--- src/rtl/decimal_pkg.sv ---
// Constants and the code-to-one-hot helper shared by the decimal encoder and decoder.
package decimal_pkg;

  localparam int BIN_W   = 4;
  localparam int DEC_W   = 10;
  localparam int DEC_MAX = 9;

  // Codes above DEC_MAX have no decimal line, so they map to an all-zero word.
  function automatic logic [DEC_W-1:0] bin_to_onehot(input logic [BIN_W-1:0] bin);
    logic [DEC_W-1:0] onehot;
    onehot = '0;
    if (int'(bin) <= DEC_MAX) onehot[bin] = 1'b1;
    return onehot;
  endfunction

endpackage

--- src/rtl/dec_fifo2.sv ---
// Two-entry synchronous FIFO; an empty FIFO presents an all-zero head word.
module dec_fifo2 #(
  parameter int W = 11
) (
  input  logic         clk,
  input  logic         rst_n,
  input  logic         push,
  input  logic         pop,
  input  logic [W-1:0] wdata,
  output logic [W-1:0] rdata,
  output logic         full,
  output logic         empty
);

  logic [W-1:0] mem [2];
  logic         wr_ptr;
  logic         rd_ptr;
  logic [1:0]   count;
  logic         do_push;
  logic         do_pop;

  assign full    = (count == 2'd2);
  assign empty   = (count == 2'd0);
  assign do_push = push && !full;
  assign do_pop  = pop && !empty;
  assign rdata   = empty ? '0 : mem[rd_ptr];

  always_ff @(posedge clk or negedge rst_n) begin
    if (!rst_n) begin
      for (int i = 0; i < 2; i++) mem[i] <= '0;
      wr_ptr <= 1'b0;
      rd_ptr <= 1'b0;
      count  <= 2'd0;
    end else begin
      if (do_push) begin
        mem[wr_ptr] <= wdata;
        wr_ptr      <= ~wr_ptr;
      end
      if (do_pop) rd_ptr <= ~rd_ptr;
      // A simultaneous push and pop leaves occupancy unchanged.
      case ({do_push, do_pop})
        2'b10:   count <= count + 2'd1;
        2'b01:   count <= count - 2'd1;
        default: count <= count;
      endcase
    end
  end

endmodule

--- src/rtl/binary_to_decimal.sv ---
// Registered 4-bit binary to one-hot decimal decoder with a 2-entry output
// buffer and a saturating count of out-of-range codes.
module binary_to_decimal #(
  parameter int DEC_W     = 10,
  parameter int ERR_CNT_W = 8
) (
  input  logic                 clk,
  input  logic                 rst_n,
  input  logic                 in_valid,
  output logic                 in_ready,
  input  logic [3:0]           in_binary,
  output logic                 out_valid,
  input  logic                 out_ready,
  output logic [DEC_W-1:0]     out_decimal,
  output logic                 out_err,
  output logic [ERR_CNT_W-1:0] err_count,
  input  logic                 clr_err
);

  import decimal_pkg::*;

  localparam logic [ERR_CNT_W-1:0] ERR_MAX = '1;

  logic             push;
  logic             pop;
  logic             code_err;
  logic             full;
  logic             empty;
  logic [DEC_W:0]   wdata;
  logic [DEC_W:0]   rdata;

  assign push     = in_valid && in_ready;
  assign pop      = out_valid && out_ready;
  assign code_err = (int'(in_binary) > DEC_MAX);
  assign wdata    = {bin_to_onehot(in_binary), code_err};

  // Handshake flags come straight from registered occupancy, never from inputs.
  assign in_ready  = !full;
  assign out_valid = !empty;
  assign {out_decimal, out_err} = rdata;

  dec_fifo2 #(
    .W (DEC_W + 1)
  ) u_fifo (
    .clk   (clk),
    .rst_n (rst_n),
    .push  (push),
    .pop   (pop),
    .wdata (wdata),
    .rdata (rdata),
    .full  (full),
    .empty (empty)
  );

  // Clear takes priority over a coinciding error acceptance.
  always_ff @(posedge clk or negedge rst_n) begin
    if (!rst_n) begin
      err_count <= '0;
    end else if (clr_err) begin
      err_count <= '0;
    end else if (push && code_err && (err_count != ERR_MAX)) begin
      err_count <= err_count + 1'b1;
    end
  end

endmodule

--- config.mk ---
export PLATFORM = sky130hd
export DESIGN_NAME = binary_to_decimal
export DESIGN_NICKNAME = d
export VERILOG_FILES = /design/src/rtl/decimal_pkg.sv /design/src/rtl/dec_fifo2.sv /design/src/rtl/binary_to_decimal.sv
export SDC_FILE = /design/constraint.sdc
export NUM_CORES = 1
export LEC_CHECK = 0
export CORE_MARGIN = 1.5
export CORE_UTILIZATION = 49
export CTS_BUF_LIST = sky130_fd_sc_hd__clkbuf_8
export DETAILED_ROUTE_END_ITERATION = 6
export HOLD_SLACK_MARGIN = 0.1
export PLACE_DENSITY_LB_ADDON = 0.05
export SLEW_MARGIN = 5
export SYNTH_ARGS = -nofsm -noshare
export SYNTH_HDL_FRONTEND = slang
export SYNTH_SLANG_ARGS = --single-unit
--- constraint.sdc ---
create_clock -name clk -period 1.9 [get_ports clk]
set_input_delay 0.285 -clock clk [delete_from_list [all_inputs] [get_ports clk]]
set_output_delay 0.285 -clock clk [all_outputs]
set_load 0.03 [all_outputs]
==> results.py <==
metrics = {
    "setup_path": {
        "required_ns": 2.10,
        "cp-end-kind": "flop",
        "r2r_cells": 5,
        "cpPeakStageDelay_ns": 0.43,
        "path_cells": "nor2b_1, or3_4, buf_4, or3_1, a21oi_1",
        "crit_arrival_ns": 1.96,
        "crit_type": "reg2reg",
        "r2r_end": "err_count[0]$_DFFE_PN0P_",
        "crit_path_start_kind": "flop",
        "crit_fanout": 7,
        "r2r-start": "u_fifo.count[1]$_DFFE_PN0P_",
        "r2r_slack_ns": 0.15,
        "crit_slowest_cell": "or3_4",
    },
    "placed_design": {
        "dpl.cell_count": 241,
        "dp_hpwl_um": 2550,
        "port_buffers": 29,
        "gp_congestion": 0.848,
    },
    "sta": {
        "timing.fmax_mhz": 570,
        "fin_setup_tns_ns": 0,
        "tightest_slew_ns": 0.424,
        "setup_violations": 0,
        "finalHoldViolations": 0,
        "fin_hold_ws_ns": 0.410,
        "rsz0062_at_grt": "no",
        "slew_headroom": 0.718,
        "clock_skew_ns": 0.00369,
        "slew_violations": 0,
        "period_share": 0.924,
        "post-route-min-period_ns": 1.75,
    },
    "clocking": {
        "cts_max_level": 2,
        "clkSlewWorstSetupHoldPaths_ns": 0.06,
        "cts.sinks": 34,
        "cts_root_buf": "clkbuf_8",
        "cts_tree": "done",
        "cts_setup_buffers": 0,
        "worstSkewPairLatency_ns": 0.28,
        "cts_max_path_buffers": 2,
        "numCtsBuffers": 5,
    },
    "synth": {
        "yosysSeqAreaShare": 0.494,
        "synth-edff-count": 0,
        "synth_cell_types": 35,
        "ys_ff_latch": 34,
        "avgSynthCellArea_sq_um": 11.0,
        "yosysWarnings": 0,
        "netlist_area_sq_mm": 0.00172,
        "ys.flop_type": "dfrtp_1",
        "netlist_instances": 156,
        "synth-async-reset-ratio": 1.00,
        "syn_nets": 167,
    },
    "floorplanning": {
        "dieArea_sq_mm": 0.00388,
        "initial_utilization": 0.512,
        "core_area_sq_mm": 0.00336,
        "die_w_um": 62.3,
        "num_rows": 21,
        "die_y_um": 62.3,
        "io_pins": 30,
    },
    "power_and_ir_drop": {
        "p_clk_frac": 0.227,
        "vdd_drop_max_mv": 0.798,
        "seqPwrFrac": 0.362,
        "netSwitchingPower_mw": 0.962,
        "total_power_mw": 2.76,
        "p_int_mw": 1.79,
        "p_leak_nw": 1.08,
        "power_frac_comb": 0.412,
        "p_per_area_mw_per_mm2": 1210,
        "netSwitchingFraction": 0.349,
    },
    "final_layout": {
        "final_nets": 213,
        "area_delta_synth_final_pct": 32.0,
        "diodes": 0,
        "layout_commonest_cell": "dfrtp_1",
        "mostFrequentLayoutCells": "dfrtp_1 (34), nor2_1 (18), mux2_2 (18)",
        "final_layout_size_suffix_gt1_frac": 0.222,
        "fin_cells": 249,
    },
    "routing": {
        "vias_per_cell": 5.37,
        "dr_total_vias": 1337,
        "wl_per_cell_um": 13.9,
        "wl_um": 3460,
        "final_antenna_net_count": 0,
        "drt_first_pass_iters": 4,
        "drt_iter0_drc": 97,
        "drc": 0,
    },
    "flow_run": {
        "drv_cap": 0,
    },
    "global_routing": {
        "grt_pass1_vias": 1364,
        "track_usage": 0.207,
        "grt_remaining_overflow": 0,
        "antenna_found_initial": 0,
        "grt_pass1_wl_um": 6200,
        "grt_max_degree": 35,
    },
    "run_status": {
        "status": "complete, no violations",
    },
    "min_path": {
        "hold_path.class": "in2async",
    },
}
-- metal layers --
| metal | wire (um) | track usage |
|---|---|---|
| met1 | 1570 | 0.254 |
| met5 | 0 | 0 |
| met3 | 127 | 0.0562 |
| met2 | 1680 | 0.341 |
| met4 | 84 | 0.0944 |
-- worst max-delay path: cells and delay by family (launching register included) --
family	cells	cell delay, ns
and+or+nand+nor	3	0.95
buffers and inverters	1	0.17
DFF	1	0.40
AOI/OAI and AO/OA	1	0.16
-- stage by stage --
stage / setup slack (ns) / utilization / instance area [sq um]
floorplan: 0.112 / - / 1720
global route: 0.0613 / 0.676 / 2270
detailed placement: -0.123 / 0.649 / 2180
global placement: -0.102 / 0.649 / 2180
finish: 0.145 / 0.676 / 2270
CTS: 0.129 / 0.676 / 2270
-- cells by family after synthesis --
group / share of synthesized area
XOR/XNOR: 0.0254
buffers and inverters: 0.0298
adder cells (fa/ha/maj): 0.0145
flip-flops: 0.494
AND/OR/NAND/NOR: 0.180
AO/OA/AOI/OAI: 0.0625
multiplexers: 0.194
-- worst max path at each step --
stage / from / end / slack, ns / cells after the start
3_5_place_dp: in_binary[1] / err_count[6]$_DFFE_PN0P_ / -0.12 / 5
2_1_floorplan: err_count[3]$_DFFE_PN0P_ / err_count[4]$_DFFE_PN0P_ / 0.11 / 5
5_1_grt: u_fifo.rd_ptr$_DFFE_PN0P_ / out_decimal[0] / 0.06 / 4
3_3_place_gp: in_valid / err_count[5]$_DFFE_PN0P_ / -0.10 / 5
6_report: u_fifo.count[1]$_DFFE_PN0P_ / err_count[0]$_DFFE_PN0P_ / 0.15 / 5
4_1_cts: u_fifo.rd_ptr$_DFFE_PN0P_ / out_decimal[4] / 0.13 / 4
-- final cells by class --
type / instances / area (sq um)
inverters: 5 / 18.8
clock inverters: 3 / 37.5
repair buffers: 45 / 419
fillers: 296 / 1090
multi-input cells: 111 / 820
clock buffers: 5 / 68.8
flip-flops and latches: 34 / 851
well taps: 46 / 57.6
-- cells in the mapped netlist (3+ instances only) --
cell      n  area (sq um)
a21oi_1   7          35.0
dfrtp_1  34           851
inv_1     4          15.0
mux2_2   18           203
mux2i_1  12           120
nand2_1   6          22.5
nand3_1   4          20.0
nor2_1   18          67.6
nor2b_1   3          18.8
nor3_1    5          25.0
o21ai_0   5          25.0
o31ai_1   4          30.0
or4_1     4          30.0
xnor2_1   3          26.3
-- state kept, by name (all words and copies together) (netlist names) --
signal         cells
u_fifo.mem        22
u_fifo.rd_ptr      1
err_count          8
u_fifo.wr_ptr      1
u_fifo.count       2
-- power by group through the flow --
stage               combinational [mW]  sequential (mW)  clock [mW]
floorplan                        0.738            0.995           0
global placement                  1.19            0.999           0
detailed placement                1.21             1.01           0
CTS                               1.15            0.998       0.649
global route                      1.23             1.02       0.692
finish                            1.13            0.996       0.625
-- timing repair --
action | CTS | global route
hold buffers | 0 | 0
resized for setup | 13 | 0
hold endpoints to repair | 0 | 0
setup endpoints to repair | 13 | 0
(Power assumes the default switching activity.)
